File: config.mk
export PLATFORM = sky130hd
export DESIGN_NAME = dmem_arbiter_flat
export DESIGN_NICKNAME = d
export VERILOG_FILES = /design/src/rtl/dmem_arbiter_if.sv /design/src/rtl/dmem_arbiter.sv /design/src/flat_wrapper.sv
export SDC_FILE = /design/constraint.sdc
export NUM_CORES = 1
export LEC_CHECK = 0
export BUFFER_PORTS_ARGS = -buffer_cell sky130_fd_sc_hd__buf_2
export CORE_AREA = 2 2 116 118
export CTS_CLUSTER_DIAMETER = 40
export DETAILED_ROUTE_END_ITERATION = 6
export DIE_AREA = 0 0 118 120
export REMOVE_ABC_BUFFERS = 1
export SLEW_MARGIN = 30
export SYNTH_ARGS = -nofsm -noshare
export SYNTH_HDL_FRONTEND = slang
export SYNTH_SLANG_ARGS = --single-unit
File: constraint.sdc
create_clock -name clk -period 4.1 [get_ports clk]
set_input_delay 0.41 -clock clk [delete_from_list [all_inputs] [get_ports clk]]
set_output_delay 0.41 -clock clk [all_outputs]
set_load 0.02 [all_outputs]
File: src/rtl/dmem_arbiter_if.sv
// Requester-side bus for one port of the data-memory arbiter.
// master = requester, slave = arbiter.
interface dmem_arbiter_if;
   logic        req;
   logic        we;
   logic        lock;
   logic [31:0] addr;
   logic [31:0] wdata;
   logic        gnt;
   logic        rvalid;
   logic [31:0] rdata;

   modport master (output req, output we, output lock, output addr, output wdata,
                   input gnt, input rvalid, input rdata);
   modport slave  (input req, input we, input lock, input addr, input wdata,
                   output gnt, output rvalid, output rdata);
endinterface

File: src/rtl/dmem_arbiter.sv
// Two-port arbiter in front of a single-port data memory: fixed-priority with a
// starvation guard or round-robin, locked bursts, and registered read return.
module dmem_arbiter #(
   parameter int unsigned PRIO     = 0,
   parameter int unsigned MAX_WAIT = 8
) (
   input  logic           clk,
   input  logic           reset,
   dmem_arbiter_if.slave  p0,
   dmem_arbiter_if.slave  p1,
   output logic           mem_read,
   output logic           mem_write,
   output logic [31:0]    mem_addr,
   output logic [31:0]    mem_wd,
   input  logic [31:0]    mem_rd
);

   typedef enum logic [1:0] {StIdle, StOwn0, StOwn1} state_e;

   state_e      state_q;
   logic [7:0]  wait_q;
   logic        rr_last_q;
   logic        rvalid0_q, rvalid1_q;
   logic [31:0] rdata0_q, rdata1_q;
   logic        gnt0, gnt1;
   logic        starved;

   assign starved   = (wait_q == 8'(MAX_WAIT));
   assign p0.gnt    = gnt0;
   assign p1.gnt    = gnt1;
   assign p0.rvalid = rvalid0_q;
   assign p1.rvalid = rvalid1_q;
   assign p0.rdata  = rdata0_q;
   assign p1.rdata  = rdata1_q;

   // Grants are combinational and suppressed while reset is high.
   always_comb begin
      gnt0 = 1'b0;
      gnt1 = 1'b0;
      if (!reset) begin
         unique case (state_q)
            StIdle: begin
               if (p0.req && p1.req) begin
                  if (PRIO == 0) begin
                     gnt1 = starved;
                     gnt0 = !starved;
                  end else begin
                     gnt1 = !rr_last_q;
                     gnt0 = rr_last_q;
                  end
               end else begin
                  gnt0 = p0.req;
                  gnt1 = p1.req;
               end
            end
            StOwn0:  gnt0 = p0.req;
            StOwn1:  gnt1 = p1.req;
            default: ;
         endcase
      end
   end

   always_comb begin
      mem_read  = 1'b0;
      mem_write = 1'b0;
      mem_addr  = 32'h0;
      mem_wd    = 32'h0;
      if (gnt0) begin
         mem_read  = !p0.we;
         mem_write = p0.we;
         mem_addr  = p0.addr;
         mem_wd    = p0.wdata;
      end else if (gnt1) begin
         mem_read  = !p1.we;
         mem_write = p1.we;
         mem_addr  = p1.addr;
         mem_wd    = p1.wdata;
      end
   end

   always_ff @(posedge clk or posedge reset) begin
      if (reset) begin
         state_q   <= StIdle;
         wait_q    <= 8'd0;
         rr_last_q <= 1'b1;
         rvalid0_q <= 1'b0;
         rvalid1_q <= 1'b0;
         rdata0_q  <= 32'h0;
         rdata1_q  <= 32'h0;
      end else begin
         rvalid0_q <= gnt0 && !p0.we;
         rvalid1_q <= gnt1 && !p1.we;
         if (gnt0 && !p0.we) rdata0_q <= mem_rd;
         if (gnt1 && !p1.we) rdata1_q <= mem_rd;

         if (gnt0)      rr_last_q <= 1'b0;
         else if (gnt1) rr_last_q <= 1'b1;

         if (!p1.req || gnt1) wait_q <= 8'd0;
         else if (!starved)   wait_q <= wait_q + 8'd1;

         unique case (state_q)
            StIdle: begin
               if (gnt0 && p0.lock)      state_q <= StOwn0;
               else if (gnt1 && p1.lock) state_q <= StOwn1;
            end
            // A starved port 1 breaks a port-0 burst at its next beat.
            StOwn0: if (!p0.req || !p0.lock || starved) state_q <= StIdle;
            StOwn1: if (!p1.req || !p1.lock) state_q <= StIdle;
            default: state_q <= StIdle;
         endcase
      end
   end

endmodule

File: src/flat_wrapper.sv
// flat-port wrapper written by rule: the top's interface ports become plain ports
module dmem_arbiter_flat 
#(
   parameter int unsigned PRIO     = 0,
   parameter int unsigned MAX_WAIT = 8
)
  (clk, reset, mem_read, mem_write, mem_addr, mem_wd, mem_rd, p0_req, p0_we, p0_lock, p0_addr, p0_wdata, p0_gnt, p0_rvalid, p0_rdata, p1_req, p1_we, p1_lock, p1_addr, p1_wdata, p1_gnt, p1_rvalid, p1_rdata);
  dmem_arbiter_if p0_i ();
  dmem_arbiter_if p1_i ();
  input  logic clk;
  input  logic reset;
  output logic mem_read;
  output logic mem_write;
  output logic [31:0] mem_addr;
  output logic [31:0] mem_wd;
  input  logic [31:0] mem_rd;
  input wire logic [$bits(p0_i.req)-1:0] p0_req;
  input wire logic [$bits(p0_i.we)-1:0] p0_we;
  input wire logic [$bits(p0_i.lock)-1:0] p0_lock;
  input wire logic [$bits(p0_i.addr)-1:0] p0_addr;
  input wire logic [$bits(p0_i.wdata)-1:0] p0_wdata;
  output wire logic [$bits(p0_i.gnt)-1:0] p0_gnt;
  output wire logic [$bits(p0_i.rvalid)-1:0] p0_rvalid;
  output wire logic [$bits(p0_i.rdata)-1:0] p0_rdata;
  input wire logic [$bits(p1_i.req)-1:0] p1_req;
  input wire logic [$bits(p1_i.we)-1:0] p1_we;
  input wire logic [$bits(p1_i.lock)-1:0] p1_lock;
  input wire logic [$bits(p1_i.addr)-1:0] p1_addr;
  input wire logic [$bits(p1_i.wdata)-1:0] p1_wdata;
  output wire logic [$bits(p1_i.gnt)-1:0] p1_gnt;
  output wire logic [$bits(p1_i.rvalid)-1:0] p1_rvalid;
  output wire logic [$bits(p1_i.rdata)-1:0] p1_rdata;
  assign p0_i.req = p0_req;
  assign p0_i.we = p0_we;
  assign p0_i.lock = p0_lock;
  assign p0_i.addr = p0_addr;
  assign p0_i.wdata = p0_wdata;
  assign p0_gnt = p0_i.gnt;
  assign p0_rvalid = p0_i.rvalid;
  assign p0_rdata = p0_i.rdata;
  assign p1_i.req = p1_req;
  assign p1_i.we = p1_we;
  assign p1_i.lock = p1_lock;
  assign p1_i.addr = p1_addr;
  assign p1_i.wdata = p1_wdata;
  assign p1_gnt = p1_i.gnt;
  assign p1_rvalid = p1_i.rvalid;
  assign p1_rdata = p1_i.rdata;
  dmem_arbiter #(.PRIO(PRIO), .MAX_WAIT(MAX_WAIT)) u_core (.clk(clk), .reset(reset), .p0(p0_i), .p1(p1_i), .mem_read(mem_read), .mem_write(mem_write), .mem_addr(mem_addr), .mem_wd(mem_wd), .mem_rd(mem_rd));
endmodule
# After elaboration in Yosys (flattened, before gate mapping)
# Index checks and enable logic that the tools add are counted.
# word_totals
wordCells,53
ram_bits,0
latch_bits,0
mem_count,0
ff_bits,76
in_bits,168
mem_bits_ro,0
output_inout_bits,134
# classes
bitwise_logic,0
multipliers,0
add_sub_neg,1
eq_ne,7
n_reduce_logical,18
n_shift,0
n_lt_le_gt_ge,0
n_mux,21
div,0
# op_table
cell,n
2-to-1 mux 32 bit,4
2-to-1 mux 8 bit,2
adder 8 x 1 -> 8 bit (second input constant),1
equality test 8 x 4 -> 1 bit (second input constant),1
2-to-1 mux 1 bit,8
2-to-1 mux 2 bit,4
zero test 1 bit,7
case mux 2 bit (3 select lines),1
logical AND 1 bit,5
logical OR 1 bit,4
!= test 2 x 1 -> 1 bit (second input constant),2
case mux 1 bit (2 select lines),2
!= test 3 x 1 -> 1 bit (second input constant),1
AND reduction 3 bit,1
equality test 2 x 1 -> 1 bit (second input constant),1
equality test 2 bit (second input constant),1
zero test 2 bit,1
!= test 2 bit (second input constant),1

# Logic depth before layout (Yosys ltp)
# Gate-level depths: netlist of run 1.
# depth
depth_word,8
mapped_depth,9
ltp_nobuf,7

# Worst setup path after synthesis of run 1
# OpenSTA, ideal clock, no wires.
# synth_path
path_type,in2out
start,in reset
end,out mem_addr[13]
stages,6
n_path_buf,2
required_ns,3.690
arrival_ns,3.402
path_slack_ns,0.288
path_cell_list,inv_1 nand2b_1 nor2_1 buf_2 buf_1 a22o_1
# synth_between
elab_chain_cells,3
word_cells_on_any_way,4
classes_between,4 x mux
# synth_rtl
element,line,text
start: declaration,flat_wrapper.sv:11,input logic reset;
2-to-1 mux 1 bit,dmem_arbiter.sv:40,if (!reset) begin
2-to-1 mux 32 bit,dmem_arbiter.sv:73,end else if (gnt1) begin
2-to-1 mux 32 bit *,dmem_arbiter.sv:68,if (gnt0) begin
end: declaration,flat_wrapper.sv:14,output logic [31:0] mem_addr;
# Mark *: on every way between the ends. The rest lies on a longest branch, timed or not.

# Worst setup path in the final report of run 1
# layout_path
start,reg u_core.wait_q[0]
end,out mem_wd[16]
# layout_between
elab_chain_cells,6
word_cells_on_any_way,10
classes_between,1 x eq/ne; 8 x mux; 1 x reduce/logical
# layout_rtl
element,line,text
start: declaration,dmem_arbiter.sv:21,logic [7:0] wait_q;
start signal: assignment,dmem_arbiter.sv:100,else if (!starved) wait_q <= wait_q + 8'd1;
equality test 8 x 4 -> 1 bit *,dmem_arbiter.sv:28,assign starved = (wait_q == 8'(MAX_WAIT));
2-to-1 mux 1 bit or zero test 1 bit (tied branches),"dmem_arbiter.sv:43, dmem_arbiter.sv:46",
case mux 1 bit (2 select lines) or 2-to-1 mux 1 bit (tied branches),"dmem_arbiter.sv:41, dmem_arbiter.sv:43",
2-to-1 mux 1 bit or case mux 1 bit (2 select lines) (tied branches),"dmem_arbiter.sv:40, dmem_arbiter.sv:41",
2-to-1 mux 32 bit or 2-to-1 mux 1 bit (tied branches),"dmem_arbiter.sv:73, dmem_arbiter.sv:40",
2-to-1 mux 32 bit *,dmem_arbiter.sv:68,
end: declaration,flat_wrapper.sv:15,output logic [31:0] mem_wd;
# Marks and branches as above.

==> flow_metrics.env, run 1 <==
export IMPL_portBuffers=301
export IMPL_final_util_pct=43.4
export IMPL_post_cts_resized=0
export IMPL_routed_wl_microns=12900
export IMPL_cp_slowest_cell="nor2_4"
export IMPL_timing_final_crit_share_pct=79.9
export IMPL_status="finished, final reports clean"
export IMPL_grt_max_degree=67
export IMPL_worst_path_max_fanout=36
export IMPL_antenna_found_initial=0
export IMPL_syn_area_per_cell_sq_um=13.1
export IMPL_rsz0062_at_grt="false"
export IMPL_boundaryPins=302
export IMPL_antenna_cells=0
export IMPL_synth_xor_area_share_pct=1.66
export IMPL_fp_dieH_microns=120
export IMPL_wl_per_cell_microns=17.0
export IMPL_antenna_left=0
export IMPL_pre_cts_ws_ns=1.17
export IMPL_synth_top_family_by_area="multiplexers"
export IMPL_synth_seq_cells=76
export IMPL_peakVddDrop_uv=311
export IMPL_min_period_ns=3.28
export IMPL_synth_compound_area_share_pct=17.0
export IMPL_cts_tree="done"
export IMPL_arrival_ns=2.87
export IMPL_insertion_delay_ns=0.34
export IMPL_layout_nets=747
export IMPL_yosysWarnings=0
export IMPL_post_cts_repair_setup_buffers=0
export IMPL_synth_distinct_cells=37
export IMPL_skew_ns=0.00893
export IMPL_worst_slew_pin_slew_ns=0.760
export IMPL_maxCapViolCount=0
export IMPL_fill_cells=1252
export IMPL_cp_num_buf_inv=3
export IMPL_drt_pass1_iter_count=4
export IMPL_dieArea_sq_um=14200
export IMPL_clk_path_buf_depth=2
export IMPL_drt_iter0_markers=95
export IMPL_synth_adder_area_share_pct=0.678
export IMPL_syn_to_final_growth_pct=52.7
export IMPL_vias=3528
export IMPL_drive_gt1_share_pct=65.6
export IMPL_grt_pass1_wl_microns=19300
export IMPL_die_w_microns=118
export IMPL_worstPathCellList="inv_1, ha_1, nor4b_2, a21oi_1, nor2_4, buf_12, a22o_1, buf_2"
export IMPL_worstSetupPathType="flip-flop to output port"
export IMPL_power_leakage_nw=3.01
export IMPL_synth_ff_type="dfrtp_1"
export IMPL_path_clk_slew_ns=0.06
export IMPL_end_kind="output port"
export IMPL_cts_root_buffer="clkbuf_16"
export IMPL_hpwl_microns=10200
export IMPL_grtUsageTotal_pct=17.5
export IMPL_synthesis_area_sq_um=3690
export IMPL_htreeDepth=3
export IMPL_numCtsBuffers=9
export IMPL_finalHoldViolations=0
export IMPL_synth_simple_gate_area_share_pct=4.98
export IMPL_clock_sinks=76
export IMPL_slew_headroom_pct=49.3
export IMPL_crit_family="simple AND/OR/NAND/NOR gates"
export IMPL_synth_edf_count=0
export IMPL_rrSetupSlack_ns=1.38
export IMPL_hold_path_class="primary input to async pin"
export IMPL_p_per_area_nw_per_um2=448
export IMPL_final_common_cell="buf_2"
export IMPL_synthCells=282
export IMPL_gp_congestion=0.878
export IMPL_core_area_sq_um=13000
export IMPL_start_util_pct=28.4
export IMPL_rows=42
export IMPL_cp_slowest_stage_delay_ns=0.61
export IMPL_grt_pass1_vias=3498
export IMPL_startpoint_type="flip-flop"
export IMPL_maxSlewViolCount=0
export IMPL_overflow=0
export IMPL_setup_violations_final=0
export IMPL_synthMuxAreaShare_pct=20.0
export IMPL_fin_ws_ns=0.823
export IMPL_ys_seq_area_share_pct=51.5
export IMPL_ys_async_sr_fraction_pct=100
export IMPL_fmax_ghz=0.305
export IMPL_mostFrequentLayoutCells="301 x buf_2, 76 x dfrtp_1, 65 x a22o_1"
export IMPL_route_detailed_drc=0
export IMPL_vias_per_cell=4.65
export IMPL_postCtsHoldBufs=0
export IMPL_required_ns=3.69
-- worst register-to-register path: stages (launching register included) --
cell,delay [ns]
dfrtp_1,0.40
inv_1,0.10
ha_1,0.17
or4b_1,0.46
o311a_2,0.43
nand2b_2,0.54
inv_4,0.17
mux2_4,0.34
-- kinds of logic (layout without fill, tap and decap cells) --
logic type	after synthesis	count (layout)
buffers and inverters	27	327
multiplexers	64	64
AO/OA/AOI/OAI	73	73
flip-flops	76	76
AND/OR/NAND/NOR	33	33
XOR/XNOR	7	7
adder cells (fa/ha/maj)	2	2
-- through the flow --
stage / hold slack, ns / area [sq um] / setup TNS, ns / std cells / power (mW)
5_1_grt: 0.227 / 5640 / 0 / 758 / 2.65
3_5_place_dp: 0.479 / 5370 / 0 / 742 / 1.81
3_3_place_gp: 0.461 / 5340 / 0 / 741 / 1.79
4_1_cts: 0.195 / 5640 / 0 / 758 / 2.55
6_report: 0.189 / 5640 / 0 / 758 / 2.53
2_1_floorplan: 0.440 / 3570 / -137.06 / 261 / 1.46
-- flip-flops by register name, summed over array words and instances, names as in the netlist --
register / cells
u_core.p1.rvalid: 1
u_core.p0.rvalid: 1
u_core.p0.rdata: 32
u_core.p1.rdata: 32
u_core.wait_q: 8
u_core.state_q: 2
-- routing by layer --
layer	track usage, %	share of wire [%]	routed length (microns)	vias up
met2	28.1	47	6030	183
met1	22.5	43	5590	1676
met3	5.13	7.8	1010	15
met5	0	0	0	-
met4	6.10	2.0	259	0
li1	-	-	-	1654
-- report_power, final --
part / switching, mW / total [mW] / leakage (nW) / internal, mW
Sequential: 0.0775 / 0.979 / 0.927 / 0.901
Combinational: 0.468 / 0.812 / 1.96 / 0.344
Clock: 0.324 / 0.735 / 0.122 / 0.412
Total: 0.870 / 2.53 / 3.01 / 1.66
-- path summary, 6_finish.rpt --
kind                              startpoint                  end  cells after the start
setup / recovery            u_core.wait_q[0]           mem_wd[16]                      8
hold / removal                         reset    u_core.state_q[1]                      3
setup reg to reg            u_core.wait_q[0]   u_core.p0.rdata[3]                      7
hold reg to reg            u_core.state_q[1]    u_core.state_q[0]                      1
max in group asynchronous              reset  u_core.p0.rdata[13]                      4
min in group clk                   mem_rd[5]   u_core.p0.rdata[5]                      2
-- cell type report --
type	instances	area, sq um	area share, %
tap	176	220	3.91
multi-input combinational	179	1650	29.2
sequential	76	1900	33.7
timing repair buffer	305	1570	27.8
inverter	6	30.0	0.533
clock buffer	11	233	4.13
clock inverter	5	36.3	0.644
-- Yosys cell counts (2+ instances only) --
cell / number / area share (%)
dfrtp_1: 76 / 52
a22o_1: 65 / 15
mux2_2: 50 / 15
mux2_1: 9 / 2.7
nor2_1: 9 / 0.92
buf_2: 8 / 1.1
buf_1: 5 / 0.51
mux2_4: 5 / 2.0
nand3_1: 5 / 0.68
buf_6: 4 / 1.2
inv_1: 4 / 0.41
nand2_1: 4 / 0.41
xnor2_1: 4 / 0.95
clkbuf_1: 3 / 0.31
nand2b_1: 3 / 0.51
nor3_1: 3 / 0.41
xor2_1: 3 / 0.71
ha_1: 2 / 0.68
nor3b_1: 2 / 0.41
No activity file was read; power rests on OpenSTA's default activity.
==> run 2: changes to the inputs <==
clock period = 3.2 ns   (was 4.1 ns; I/O delays follow)
==> run 2 against run 1 <==
Die area stayed put. Clock power is 39% higher. Count of clock-buffer cells in the layout is 1 lower. Utilization grew 0.54 points. Register-to-register slack lost 0.82 ns. Combinational power up 28%. Cell count is 0.79% higher. Sequential share of layout area is 0.41 points lower. Clock skew shrank 0.0043 ns. Flip-flop and latch count unchanged. Sequential power up 28%. Critical path depth did not move.
==> flow_metrics.env, run 2 (same netlist as run 1, synthesis figures left out) <==
export IMPL_maxSlewViolCount=0
export IMPL_drt_iter0_markers=130
export IMPL_boundaryPins=302
export IMPL_dp_cells=743
export IMPL_worstPathCellList="inv_1, ha_1, or4b_1, o311a_4, nand2b_2, buf_12, nand2_1, buf_2"
export IMPL_cts_tree="done"
export IMPL_holdPathEnd="u_core.p0.rdata[13]"
export IMPL_r2r_cells=7
export IMPL_min_period_ns=3.01
export IMPL_end_kind="output port"
export IMPL_numCtsBuffers=9
export IMPL_worstSetupPathType="flip-flop to output port"
export IMPL_grt_pass1_vias=3622
export IMPL_required_ns=2.88
export IMPL_min_from="mem_rd[13]"
export IMPL_rrSetupSlack_ns=0.56
export IMPL_power_leakage_nw=3.05
export IMPL_peakVddDrop_uv=380
export IMPL_layout_nets=750
export IMPL_gp_congestion=0.841
export IMPL_timing_final_crit_share_pct=93.9
export IMPL_r2r_start="u_core.wait_q[0]"
export IMPL_route_detailed_drc=0
export IMPL_cp_slowest_cell="o311a_4"
export IMPL_p_per_area_nw_per_um2=580
export IMPL_worst_slew_pin_slew_ns=0.663
export IMPL_drive_gt1_share_pct=66.0
export IMPL_start_util_pct=28.4
export IMPL_clk_path_buf_depth=2
export IMPL_die_w_microns=118
export IMPL_cts_root_buffer="clkbuf_16"
export IMPL_p_total_mw=3.31
export IMPL_grtUsageTotal_pct=17.4
export IMPL_final_common_cell="buf_2"
export IMPL_antenna_found_initial=4
export IMPL_finalHoldViolations=0
export IMPL_grt_max_degree=73
export IMPL_fmax_ghz=0.333
export IMPL_fin_hold_ws_ns=0.207
export IMPL_r2r_end="u_core.p1.rdata[21]"
export IMPL_overflow=0
export IMPL_hold_depth=2
export IMPL_status="finished, final reports clean"
export IMPL_worst_path_max_fanout=32
export IMPL_mostFrequentLayoutCells="301 x buf_2, 76 x dfrtp_1, 65 x a22o_1"
export IMPL_rsz0062_at_grt="false"
export IMPL_vias=3614
export IMPL_wl_per_cell_microns=16.9
export IMPL_final_cells=764
export IMPL_drt_pass1_iter_count=4
export IMPL_syn_to_final_growth_pct=54.6
export IMPL_dieArea_sq_um=14200
export IMPL_core_area_sq_um=13000
export IMPL_path_clk_slew_ns=0.06
export IMPL_fp_dieH_microns=120
export IMPL_setup_violations_final=0
export IMPL_cp_slowest_stage_delay_ns=0.56
export IMPL_hold_path_class="primary input to flip-flop"
export IMPL_hpwl_microns=10000
export IMPL_skew_ns=0.00459
export IMPL_slew_headroom_pct=55.8
export IMPL_startpoint_type="flip-flop"
export IMPL_vias_per_cell=4.73
export IMPL_antenna_left=0
export IMPL_arrival_ns=2.69
export IMPL_maxCapViolCount=0
export IMPL_rows=42
export IMPL_clock_sinks=76
export IMPL_grt_pass1_wl_microns=19300
export IMPL_portBuffers=301
export IMPL_htreeDepth=3
export IMPL_routed_wl_microns=12900
export IMPL_insertion_delay_ns=0.33
[run 2: cell count changes in the layout (fill, tap and decap cells not counted), moves of 2 or more]
cell,delta
clkbuf_1,-2
clkinv_2,+2
clkinvlp_4,-2
diode_2,+3
[run 2: cell type report]
class | count | area [sq um]
Tap cell | 176 | 220
Inverter | 6 | 30.0
Clock buffer | 10 | 239
Clock inverter | 6 | 61.3
Sequential cell | 76 | 1900
Multi-Input combinational cell | 179 | 1660
Antenna cell | 3 | 7.51
Fill cell | 1252 | 7270
Timing Repair Buffer | 308 | 1590
[run 2: power by group]
group          switching [mW]  total (mW)  internal (mW)
registers              0.0977        1.25           1.16
logic                   0.599        1.04          0.443
clock network           0.393        1.02          0.623
[run 2: worst max-delay path: cells and delay by family (launching register included)]
family / cells / cell delay, ns
flops: 1 / 0.40
buf+inv: 3 / 0.47
fa+ha+maj: 1 / 0.16
compound gates: 1 / 0.56
simple gates: 3 / 0.73
[run 2: worst max path at each step]
stage	slack, ns	cells past startpoint	end	startpoint
after global routing	0.05	8	mem_read	u_core.wait_q[0]
after CTS	0.06	8	mem_read	u_core.wait_q[0]
final	0.19	8	mem_read	u_core.wait_q[0]
after floorplan	-2.33	4	mem_addr[0]	reset
after detailed placement	0.43	8	mem_read	u_core.wait_q[0]
after global placement	0.49	8	mem_read	u_core.wait_q[0]
[run 2: what timing repair did]
action | 4_1_cts | 5_1_grt
endpoints found under the setup margin | 0 | 54
gates resized for setup | 0 | 1
setup buffers | 0 | 1
endpoints found under the hold margin | 5 | 0
hold buffers | 1 | 0
[run 2: metrics by stage]
stage / utilization [%] / setup TNS (ns) / area (sq um) / worst slack (ns)
3_5_place_dp: 41.3 / 0 / 5370 / 0.430
5_1_grt: 44.0 / 0 / 5710 / 0.0480
4_1_cts: 43.7 / 0 / 5680 / 0.0638
6_report: 44.0 / 0 / 5710 / 0.194
2_1_floorplan: - / -221.93 / 3570 / -2.33
3_3_place_gp: 41.3 / 0 / 5370 / 0.491
[run 2: layer usage]
layer,global-route usage (%),up-vias,share of wire [%]
li1,-,1659,-
met1,21.1,1738,41
met2,27.2,191,47
met3,6.46,24,9.1
met4,8.73,2,3.1
met5,0,-,0.15
